**config.mk**
```make
export PLATFORM = sky130hd
export DESIGN_NAME = mem_port0_arbiter
export DESIGN_NICKNAME = d
export VERILOG_FILES = /design/src/rtl/mem_port0_arbiter.sv
export SDC_FILE = /design/constraint.sdc
export NUM_CORES = 1
export LEC_CHECK = 0
export ABC_CLOCK_PERIOD_IN_PS = 1500
export CORE_AREA = 2 2 117 119
export CTS_CLUSTER_DIAMETER = 200
export DETAILED_ROUTE_END_ITERATION = 10
export DIE_AREA = 0 0 119 121
export GPL_TIMING_DRIVEN = 0
export HOLD_SLACK_MARGIN = 0.03
export SLEW_MARGIN = 10
export SYNTH_ARGS = -nofsm -noshare
export SYNTH_HDL_FRONTEND = slang
export SYNTH_SLANG_ARGS = --single-unit
```
**constraint.sdc**
```tcl
create_clock -name clk -period 1.5 [get_ports clk]
set_clock_uncertainty 0.15 [all_clocks]
set_input_delay 0.3 -clock clk [delete_from_list [all_inputs] [get_ports clk]]
set_output_delay 0.3 -clock clk [all_outputs]
set_load 0.02 [all_outputs]
```
**src/rtl/mem_port0_arbiter.sv**
```systemverilog
// Round-robin arbiter sharing RAM port 0 between requesters A and B, with read-valid tracking.
// Optional power-up clear sweep of the whole RAM when MEM_ARB_CLEAR_EN is defined.
module mem_port0_arbiter #(
  parameter int unsigned WIDTH = 32,
  parameter int unsigned WORD  = 1024
) (
  input  logic             clk,
  input  logic             rst,
  input  logic             a_req,
  input  logic             a_we,
  input  logic [31:0]      a_addr,
  input  logic [WIDTH-1:0] a_wdata,
  output logic             a_gnt,
  output logic             a_rvalid,
  output logic [WIDTH-1:0] a_rdata,
  input  logic             b_req,
  input  logic             b_we,
  input  logic [31:0]      b_addr,
  input  logic [WIDTH-1:0] b_wdata,
  output logic             b_gnt,
  output logic             b_rvalid,
  output logic [WIDTH-1:0] b_rdata,
  output logic [31:0]      m_addr0,
  output logic [WIDTH-1:0] m_in0,
  output logic             m_we0,
  input  logic [WIDTH-1:0] m_out0,
  output logic             busy
);

  localparam int unsigned CntW = (WORD > 1) ? $clog2(WORD) : 1;

  logic        last_b_q, last_b_d;
  logic        a_pend_q, a_pend_d;
  logic        b_pend_q, b_pend_d;
  logic        run;
  logic        clearing;
  logic [31:0] clr_addr;

`ifdef MEM_ARB_CLEAR_EN
  typedef enum logic [0:0] {StClear, StRun} state_e;

  state_e          state_q, state_d;
  logic [CntW-1:0] cnt_q, cnt_d;

  always_comb begin
    state_d = state_q;
    cnt_d   = cnt_q;
    if (state_q == StClear) begin
      cnt_d = cnt_q + CntW'(1);
      if (cnt_q == CntW'(WORD - 1)) begin
        state_d = StRun;
        cnt_d   = '0;
      end
    end
  end

  always_ff @(posedge clk) begin
    if (rst) begin
      state_q <= StClear;
      cnt_q   <= '0;
    end else begin
      state_q <= state_d;
      cnt_q   <= cnt_d;
    end
  end

  assign run      = (state_q == StRun) && !rst;
  assign clearing = (state_q == StClear) && !rst;
  assign clr_addr = 32'(cnt_q);
  assign busy     = (state_q == StClear);
`else
  assign run      = !rst;
  assign clearing = 1'b0;
  assign clr_addr = '0;
  assign busy     = 1'b0;
`endif

  always_comb begin
    a_gnt    = 1'b0;
    b_gnt    = 1'b0;
    m_addr0  = '0;
    m_in0    = '0;
    m_we0    = 1'b0;
    last_b_d = last_b_q;
    if (clearing) begin
      m_we0   = 1'b1;
      m_addr0 = clr_addr;
    end else if (run) begin
      // On a tie, the requester that did not win last time goes first.
      if (a_req && (!b_req || last_b_q)) begin
        a_gnt = 1'b1;
      end else if (b_req) begin
        b_gnt = 1'b1;
      end
      if (a_gnt) begin
        m_addr0  = a_addr;
        m_in0    = a_wdata;
        m_we0    = a_we;
        last_b_d = 1'b0;
      end else if (b_gnt) begin
        m_addr0  = b_addr;
        m_in0    = b_wdata;
        m_we0    = b_we;
        last_b_d = 1'b1;
      end
    end
    a_pend_d = a_gnt && !a_we;
    b_pend_d = b_gnt && !b_we;
  end

  always_ff @(posedge clk) begin
    if (rst) begin
      last_b_q <= 1'b1;
      a_pend_q <= 1'b0;
      b_pend_q <= 1'b0;
    end else begin
      last_b_q <= last_b_d;
      a_pend_q <= a_pend_d;
      b_pend_q <= b_pend_d;
    end
  end

  // A read in flight when reset arrives is suppressed in the reset cycle.
  assign a_rvalid = a_pend_q && !rst;
  assign b_rvalid = b_pend_q && !rst;
  assign a_rdata  = m_out0;
  assign b_rdata  = m_out0;

endmodule

```
* Word-level counts from Yosys, hierarchy flattened
Cells that the tools add are included.
** Storage, ports and cells
- Input bits :: 166
- Register bits after elaboration :: 3
** Operators by class
- Multiplexer cells :: 18
- Reductions and logical operators :: 11
** Operators with widths (count)
- 2-to-1 mux 32 bit :: 6
- 2-to-1 mux 1 bit :: 12
- logical AND 1 bit :: 5
- zero test 1 bit :: 4
- nonzero test 2 bit :: 1
- logical OR 1 bit :: 1

* Longest topological paths before layout
Gate-level depths: netlist (run 1).
- Depth in word-level cells :: 8
- Depth in mapped cells :: 5
- Depth with buffers taken out :: 2

* Worst setup path after synthesis (run 1)
OpenSTA, ideal clock, no wires.
- Path type :: input-to-output
- From :: in b_req
- To :: out m_addr0[25]
- Required time :: 1.050 ns
- Path buffers :: 2
- Arrival :: 1.350 ns
- Cell stages on the path :: 4
- Slack :: -0.300 ns
- Cells stage by stage :: nor2b_1 -> buf_6 -> clkbuf_1 -> o32ai_1
** Between the ends
- Word-level cells in the longest chain between the ends :: 8
- Elaborated cells between the ends (all ways) :: 11
- Those cells by class :: mux: 8; reduce/logical: 3
** RTL lines
- from (decl) :: line 16 : input logic b_req,
- zero test 1 bit :: line 90 : if (a_req && (!b_req || last_b_q)) begin
- logical OR 1 bit :: line 90
- logical AND 1 bit :: line 90
- 2-to-1 mux 1 bit :: line 90
- 2-to-1 mux 1 bit :: line 88 : end else if (run) begin
- 2-to-1 mux 32 bit :: line 100 : end else if (b_gnt) begin
- 2-to-1 mux 32 bit * :: line 95 : if (a_gnt) begin
- 2-to-1 mux 32 bit * :: line 88
- to (decl) :: line 23 : output logic [31:0] m_addr0,
Mark *: on every way between the ends. The rest lies on a longest branch, timed or not. The select of a mux whose other input is x is not followed.

* Worst setup path in the final report (run 1)
- From :: reg last_b_q
- To :: out m_in0[16]
** Between the ends
- Word-level cells in the longest chain between the ends :: 7
- Elaborated cells between the ends (all ways) :: 9
- Those cells by class :: mux: 7; reduce/logical: 2
** RTL lines
- from (decl) :: line 32 : logic last_b_q, last_b_d;
- from (signal assigned) :: line 117 : last_b_q <= last_b_d;
- logical OR 1 bit * :: line 90
- logical AND 1 bit * :: line 90
- 2-to-1 mux 1 bit :: line 90
- 2-to-1 mux 1 bit :: line 88
- 2-to-1 mux 32 bit :: line 100
- 2-to-1 mux 32 bit * :: line 95
- 2-to-1 mux 32 bit * :: line 88
- to (decl) :: line 24 : output logic [WIDTH-1:0] m_in0,
Marked as above.

==> flow_metrics.env, run 1 <==
export IMPL_yosysWarnings=0
export IMPL_maxSlewViolCount=0
export IMPL_clkTransAtPathRegs_ps=30
export IMPL_fin_nets=776
export IMPL_p_per_area_nw_per_um2=403.6
export IMPL_finish_utilization=0.5626
export IMPL_drt_iter0_drc=56
export IMPL_synth_common_cells="nand2b_1 (131), buf_4 (69), o32ai_1 (45)"
export IMPL_syn_num_nets=478
export IMPL_grt_pass1_wl_mm=19.84
export IMPL_drive_gt1_frac=0.4778
export IMPL_critPathBufInv=4
export IMPL_route_vias_total=3370
export IMPL_wire_per_inst_um=16.58
export IMPL_final_cell_area_sq_um=7362
export IMPL_hold_path_startpoint="a_req"
export IMPL_yosysTopAreaCell="nand2b_1"
export IMPL_syn_area_per_cell_sq_um=7.519
export IMPL_start_util=0.1793
export IMPL_yosys_register_bits=3
export IMPL_clk_latency_ps=220
export IMPL_crit_type="flip-flop to output port"
export IMPL_min_period_ps=1904
export IMPL_worst_slack_ps=-403.8
export IMPL_arrival_ps=1450
export IMPL_cts_sink_count=3
export IMPL_max_cap_violations=0
export IMPL_synth_edf_count=0
export IMPL_slowest_stage="dfxtp_4"
export IMPL_cts_buffers_inserted=3
export IMPL_grt_overflow=0
export IMPL_rrSetupSlack_ps=40
export IMPL_htreeDepth=1
export IMPL_dp_hpwl_mm=10.31
export IMPL_dpl_cell_area_sq_um=6528
export IMPL_viasPerCell=4.293
export IMPL_synth_top_area_share=0.3493
export IMPL_reg2reg_from="last_b_q$_SDFFE_PP1P_"
export IMPL_fmax_ghz=0.5253
export IMPL_io_buffers=265
export IMPL_netlist_area_sq_um=2346
export IMPL_timing_final_crit_share=1.269
export IMPL_die_area_sq_um=14400
export IMPL_ir_drop_v=0.0002930
export IMPL_reg2reg_depth=6
export IMPL_antenna_cells=0
export IMPL_yosysUniqueCellTypes=15
export IMPL_yosys_cell_count_top_type="nand2b_1"
export IMPL_max_stage_delay_ps=360
export IMPL_synthFlopType="dfxtp_1"
export IMPL_ys_seq_area_frac=0.02560
export IMPL_root_buffer="clkbuf_16"
export IMPL_final_antenna_net_count=0
export IMPL_rsz0062_at_grt="yes"
export IMPL_crit_path_end_kind="output port"
export IMPL_whs_ps=301.3
export IMPL_antenna_found_initial=0
export IMPL_failed_checks="negative setup slack"
export IMPL_min_to="a_pend_q$_SDFF_PP0_"
export IMPL_syn_inst=312
export IMPL_holdPathStages=3
export IMPL_grt_usage=0.1706
export IMPL_std_cell_rows=42
export IMPL_top_level_ports=300
export IMPL_die_x_um=119
export IMPL_cp_max_fo=7
export IMPL_place_ws_ps=-1278
export IMPL_cts_path_max_buffers=2
export IMPL_tritoncts="done"
export IMPL_cp_required_ps=1050
export IMPL_min_path_type="primary input to flip-flop"
export IMPL_rr_endpoint="last_b_q$_SDFFE_PP1P_"
export IMPL_syn2layout_area_growth_pct=213.8
export IMPL_status="finished with violations"
export IMPL_grt_pass1_vias=3714
export IMPL_startpoint_type="flip-flop"
export IMPL_drt_first_pass_iters=4
export IMPL_place_congestion=0.7752
export IMPL_postCtsHoldBufs=0
export IMPL_timing_final_hold_violations=0
export IMPL_synthArstFlopShare=0
export IMPL_core_area_sq_um=13090
export IMPL_grt_max_degree=11
export IMPL_die_height_um=121
export IMPL_cp_cell_sequence="nor2b_4, buf_12, buf_12, clkbuf_16, o32ai_4, buf_6"
export IMPL_ys_top_cells_by_area="nand2b_1 (35%), buf_4 (22%), o32ai_1 (17%)"
export IMPL_routed_wl_mm=13.01
export IMPL_p_leak_nw=2.749
export IMPL_cp_top_family="buffers and inverters"
export IMPL_crit_top_cell="buf_12"
export IMPL_drc=0
export IMPL_finalSetupViolCount=67
[flip-flops by register name (all words and copies together), names as in the netlist]
| name | flops |
|---|---|
| a_pend_q | 1 |
| b_pend_q | 1 |
| last_b_q | 1 |
[cell families after synthesis]
logic type | share of synthesized area
simple gates | 0.3648
buf+inv | 0.2933
compound gates | 0.3147
flops | 0.02560
other cells | 0.001598
[worst min-delay path, cell delays in order]
cell	delay, ps
buf_2	130
nand2b_1	130
nor3_1	60
[cell type report]
type                    count  area, sq um
multi-input cells         206         2794
flip-flops and latches      3        63.81
plain buffers              98        957.2
clock buffers               4        78.83
inverters                   1        3.754
well taps                 176        220.2
repair buffers            297         3244
fillers                  1110         5723
[worst max path at each step]
| stage | from | endpoint | slack, ps | cells past startpoint |
|---|---|---|---|---|
| floorplan | b_req | m_in0[14] | -70 | 5 |
| global placement | a_req | m_in0[0] | -1280 | 6 |
| detailed placement | a_req | m_addr0[23] | -1280 | 6 |
| CTS | last_b_q$_SDFFE_PP1P_ | m_in0[28] | -420 | 6 |
| global route | last_b_q$_SDFFE_PP1P_ | m_in0[17] | -450 | 6 |
| finish | last_b_q$_SDFFE_PP1P_ | m_in0[16] | -400 | 6 |
[layout by cell type (no fill, tap or decap), types with 3 or more instances in the layout]
cell type / synthesis / final
clkbuf_16: 0 / 11
clkbuf_8: 0 / 4
buf_6: 4 / 75
clkbuf_2: 0 / 7
clkdlybuf4s50_1: 0 / 194
buf_16: 0 / 6
o32ai_2: 20 / 4
clkbuf_1: 19 / 4
buf_12: 0 / 15
nand2b_1: 131 / 112
buf_2: 10 / 3
buf_4: 69 / 76
o32ai_4: 0 / 61
nand2b_4: 0 / 19
[power by group]
group / internal, mW / switching [mW]
clock: 0.351 / 0.0799
combinational: 1.44 / 1.02
sequential: 0.0845 / 0.00401
total: 1.87 / 1.10
[what timing repair did]
action | 4_1_cts | 5_1_grt
hold endpoints to repair | 0 | 0
pin swaps | 8 | 8
gates cloned | 6 | 4
buffers inserted | 14 | 10
endpoints found under the setup margin | 71 | 70
resized for setup | 471 | 21
[per-stage QoR]
stage          cells  TNS [ps]  total power, mW
2_1_floorplan    312     -2958            1.374
3_3_place_gp     753    -81070            2.250
3_5_place_dp     753    -81600            2.267
4_1_cts          776    -24730            2.945
5_1_grt          785    -26690            3.111
6_report         785    -23820            2.971
[routing by layer]
metal,routed length [um],global-route usage
met4,51,0.01786
met5,0,0
met3,1084,0.04699
met1,4741,0.1920
met2,7136,0.3287
Power figures use the tool's default switching activity.
==> run 2, diff against run 1 <==
- SLEW_MARGIN: 10 -> 15
==> results of run 2 <==
The final DEF is identical to that of run 1; final timing and power are the same.
